**config.mk**
```make
export PLATFORM = sky130hd
export DESIGN_NAME = mux_arb_rr
export DESIGN_NICKNAME = d
export VERILOG_FILES = /design/src/rtl/mux_arb_rr_pkg.sv /design/src/rtl/mux_arb_rr_arb_core.sv /design/src/rtl/mux_arb_rr.sv
export SDC_FILE = /design/constraint.sdc
export NUM_CORES = 1
export LEC_CHECK = 0
export CORE_ASPECT_RATIO = 0.8
export CORE_MARGIN = 3
export CORE_UTILIZATION = 50
export CTS_CLUSTER_DIAMETER = 60
export DETAILED_ROUTE_END_ITERATION = 10
export DONT_BUFFER_PORTS = 1
export MAX_ROUTING_LAYER = met4
export PLACE_DENSITY = 0.71
export SLEW_MARGIN = 25
export SYNTH_ARGS = -nofsm -noshare
export SYNTH_HDL_FRONTEND = slang
export SYNTH_SLANG_ARGS = --single-unit
```
**constraint.sdc**
```tcl
create_clock -name clk -period 5.3 [get_ports clk]
set_input_delay 1.06 -clock clk [delete_from_list [all_inputs] [get_ports clk]]
set_output_delay 1.06 -clock clk [all_outputs]
set_load 0.02 [all_outputs]
```
**src/rtl/mux_arb_rr_pkg.sv**
```systemverilog
// Shared definitions for the N-channel arbitrated output mux.
// Defaults match the RISCV32 datapath width.
package mux_arb_rr_pkg;

    localparam int XLEN      = 32;
    localparam int DEF_WIDTH = XLEN;
    localparam int DEF_N_CH  = 4;

    localparam bit ARB_RR    = 1'b1;
    localparam bit ARB_FIXED = 1'b0;

    // A single channel still needs a one-bit index port.
    function automatic int ch_width(input int n);
        return (n > 1) ? $clog2(n) : 1;
    endfunction

endpackage

```
**src/rtl/mux_arb_rr_arb_core.sv**
```systemverilog
// Combinational arbiter: rotate the request vector so the search starts at ptr,
// take the lowest set bit, then map the offset back to an absolute channel index.
module arb_rr_core #(
    parameter int N_CH = 4,
    parameter int CH_W = 2
) (
    input  logic [N_CH-1:0] req,
    input  logic [CH_W-1:0] ptr,
    input  logic            rr_en,
    output logic [N_CH-1:0] grant,
    output logic [CH_W-1:0] idx
);
    localparam logic [CH_W:0] N_CH_L = (CH_W + 1)'(N_CH);

    logic [CH_W-1:0] start;
    logic [N_CH-1:0] rot;
    logic [CH_W:0]   offset;
    logic [CH_W:0]   sum;
    logic            found;

    always_comb begin
        start  = rr_en ? ptr : '0;
        rot    = N_CH'({req, req} >> start);
        found  = 1'b0;
        offset = '0;
        for (int k = 0; k < N_CH; k++) begin
            if (!found && rot[k]) begin
                found  = 1'b1;
                offset = k[CH_W:0];
            end
        end
        sum = {1'b0, start} + offset;
        if (sum >= N_CH_L) begin
            sum = sum - N_CH_L;
        end
        idx   = found ? sum[CH_W-1:0] : '0;
        grant = '0;
        for (int k = 0; k < N_CH; k++) begin
            grant[k] = found && (idx == k[CH_W-1:0]);
        end
    end

endmodule

```
**src/rtl/mux_arb_rr.sv**
```systemverilog
// N-to-1 handshake mux with built-in arbitration and one registered output stage.
// Fill and drain can happen in the same cycle, so a steady stream has no bubbles.
module mux_arb_rr
    import mux_arb_rr_pkg::*;
#(
    parameter  int WIDTH = DEF_WIDTH,
    parameter  int N_CH  = DEF_N_CH,
    parameter  bit RR_EN = ARB_RR,
    localparam int CH_W  = ch_width(N_CH)
) (
    input  logic                   clk,
    input  logic                   rst,
    input  logic [N_CH*WIDTH-1:0]  in_data,
    input  logic [N_CH-1:0]        in_valid,
    output logic [N_CH-1:0]        in_ready,
    output logic [WIDTH-1:0]       out_data,
    output logic                   out_valid,
    input  logic                   out_ready,
    output logic [CH_W-1:0]        out_ch
);
    localparam logic [CH_W-1:0] LAST_CH = CH_W'(N_CH - 1);

    logic [N_CH-1:0]  grant;
    logic [CH_W-1:0]  grantIdx;
    logic             loadEn;
    logic             xfer;

    logic [WIDTH-1:0] outData_d,  outData_q;
    logic [CH_W-1:0]  outCh_d,    outCh_q;
    logic             outValid_d, outValid_q;
    logic [CH_W-1:0]  ptr_d,      ptr_q;

    arb_rr_core #(
        .N_CH (N_CH),
        .CH_W (CH_W)
    ) u_core (
        .req   (in_valid),
        .ptr   (ptr_q),
        .rr_en (RR_EN),
        .grant (grant),
        .idx   (grantIdx)
    );

    assign loadEn   = !outValid_q || out_ready;
    assign in_ready = grant & {N_CH{loadEn}};
    assign xfer     = |in_ready;

    // Data and channel only change on a transfer; an empty load just drops valid.
    always_comb begin
        outData_d  = outData_q;
        outCh_d    = outCh_q;
        outValid_d = outValid_q;
        ptr_d      = ptr_q;
        if (loadEn) begin
            outValid_d = xfer;
            if (xfer) begin
                outData_d = in_data[int'(grantIdx)*WIDTH +: WIDTH];
                outCh_d   = grantIdx;
                if (RR_EN) begin
                    ptr_d = (grantIdx == LAST_CH) ? '0 : grantIdx + 1'b1;
                end
            end
        end
    end

    always_ff @(posedge clk or posedge rst) begin
        if (rst) begin
            outData_q  <= '0;
            outCh_q    <= '0;
            outValid_q <= 1'b0;
            ptr_q      <= '0;
        end else begin
            outData_q  <= outData_d;
            outCh_q    <= outCh_d;
            outValid_q <= outValid_d;
            ptr_q      <= ptr_d;
        end
    end

    assign out_data  = outData_q;
    assign out_ch    = outCh_q;
    assign out_valid = outValid_q;

endmodule

```
==> out/results.ini <==
[timing]
grt_setup_unrepaired=no
period_minus_slack_ns=4.28
hold_viol_final=0
timing.hold.ws_ns=0.646
clock_skew_ns=0.00180
setup_tns_ns=0
min_period_over_period_pct=80.8
max_freq_ghz=0.234
slew_viol_final=0
setup_viol=0
slew_headroom_pct=34.8
setup_slack_ns=1.02
tightest_slew_ns=0.977

[worst_setup_path]
r2r_start=ptr_q[0]
crit_slowest_cell=or4b_4
crit_path_start=in_valid[2]
path_cells=nand2b_1, o221ai_1, o21ai_0, o221ai_1, ha_1, xnor2_2, or4b_4, nand2_1, inv_1, ha_1, and2_1
critPathKind=primary input to output port
cp_max_fo=8
path_buf_inv=1
worstPathArrival_ns=3.22
max_stage_delay_ns=0.55
critPathCaptureType=output port
startpoint_type=primary input
path_delay_family=simple AND/OR/NAND/NOR gates
required_ns=4.24

[finish]
final_nets=384
fillers=531
area_delta_synth_final_pct=-1.47
antenna_cells=0
design_area_sq_um=2850
drive_gt1_share_pct=20.8

[yosys]
ys_ff_latch=37
yosysUniqueCellTypes=41
yosys-top-cells-area=dfrtp_1 32%, mux2i_1 22%, a221oi_2 16%
synth_area_sq_um=2900
synthCells=252
yosysTopAreaCell=dfrtp_1
yosysWarningCount=0
async_reset_ff_share_pct=100
ys_dominant_reg_cell=dfrtp_1
syn_avg_cell_area_sq_um=11.5
synth_top_cell_area_share_pct=32.0
synth_fp_nets=392
yosysSeqAreaShare_pct=32.0
synth_edf_count=0

[routing]
num_vias=1986
post_drt_wl_per_cell_um=19.6
viasPerCell=6.15
routed_wl_mm=6.35
dr.pass1.iters=4
drc=0
drt_iter0_drc=74
ant_nets=0

[floorplanning]
design.die.area_sq_um=6750
start_util_pct=52.4
fp.coreArea_sq_um=5530
die_h_um=74.1
die_w_um=91.1
fp-row-count=24
io_pins=174

[cts]
clkTransAtPathRegs_ns=0.07
postCtsSetupBuffers=0
root_buffer=clkbuf_8
cts_tree=built
htree_levels=2
clock-sinks=37
insertion_delay_ns=0.28
clk_path_buf_depth=2
post_cts_resized=0
numCtsBuffers=5
cts_hold_buf=0

[grt]
grt_pass1_wl_mm=9.83
grt_antenna_before_repair=0
grt_overflow=0
grt_pass1_vias=2034
grt_max_degree=55
grt_use_total_pct=18.8

[flow_run]
drv_cap=0

[placed_design]
gp_congestion=0.796
placed_cell_area_sq_um=2770
dp_hpwl_mm=4.77
post-place-ws_ns=0.826
numPortBuffers=0

[worst_hold_path]
hp-start=out_ch[0]
hold_class=flop to flop

[outcome]
status=finished, final reports clean

[cell type report]
type | count | area, sq um | area share, %
clock buffer | 6 | 72.6 | 2.54
inverter | 3 | 25.0 | 0.877
sequential | 37 | 926 | 32.4
timing repair buffer | 5 | 37.5 | 1.32
tap | 78 | 97.6 | 3.42
multi-input combinational | 192 | 1690 | 59.1
clock inverter | 2 | 10.0 | 0.351
[per-layer routing]
layer  vias to the layer above  GRT usage [%]  wire (um)
li1                        930              -          -
met1                       950           21.9       2640
met2                       102           32.2       3130
met3                         4           5.66        548
met4                         0           4.85         34
met5                         -              -          0
[cells by family after synthesis]
kind of cell / after synthesis / share of synthesized area [%]
DFF: 37 / 32.0
AOI/OAI and AO/OA: 54 / 21.4
and+or+nand+nor: 65 / 10.5
muxes: 67 / 23.2
adders and majority gates: 5 / 2.16
buffers and inverters: 23 / 10.2
xor gates and xnor gates: 1 / 0.562
[registers in the layout, indices dropped and copies added (netlist names)]
signal,count
out_valid,1
out_ch,2
out_data,32
ptr_q,2
[path summary, 6_finish.rpt]
kind / end / slack, ns / depth (start not counted)
worst max-delay path: in_ready[3] / 1.02 / 11
worst min-delay path: out_ch[0] / 0.65 / 2
worst max register to register: out_data[3] / 1.33 / 14
worst min register to register: out_ch[0] / 0.65 / 2
max in group asynchronous: out_data[7] / 4.20 / 2
min in group asynchronous: out_data[24] / 0.77 / 2
[synth_stat cells, types with 2 or more instances]
cell / n
mux2i_1: 65
nor2_1: 40
dfrtp_1: 37
a221oi_2: 30
nand2_1: 9
a21oi_1: 7
clkbuf_8: 6
ha_1: 5
and2_1: 4
buf_6: 4
buf_8: 4
o21ai_0: 4
buf_12: 3
inv_1: 2
nand2b_1: 2
o221ai_1: 2
or2b_1: 2
or2b_2: 2
or3b_1: 2
[metrics by stage]
step	std cells	util, %
global route	323	51.7
detailed placement	315	50.2
finish	323	51.7
CTS	323	51.7
global placement	315	50.2
floorplan	252	-
[tightest hold or removal path: stages (launching register included)]
cell and delay (ns):
dfrtp_1 0.48, nand2_1 0.07, o21ai_0 0.06
[cell usage in the layout, fill, tap and decap left out, types with 2 or more instances in the layout]
cell type | netlist | final
mux2i_1 | 65 | 65
nor2_1 | 40 | 40
dfrtp_1 | 37 | 37
a221oi_2 | 30 | 30
nand2_1 | 9 | 9
a21oi_1 | 7 | 7
ha_1 | 5 | 5
clkbuf_8 | 6 | 5
buf_4 | 1 | 5
o21ai_0 | 4 | 4
and2_1 | 4 | 4
or3b_1 | 2 | 2
or2b_2 | 2 | 2
nand2b_1 | 2 | 2
or2b_1 | 2 | 2
inv_1 | 2 | 2
o221ai_1 | 2 | 2
clkinv_2 | 0 | 2
Power is left out: the tool's default activity adds up to more than one toggle a clock period on the data nets, which glitch-free logic cannot reach.
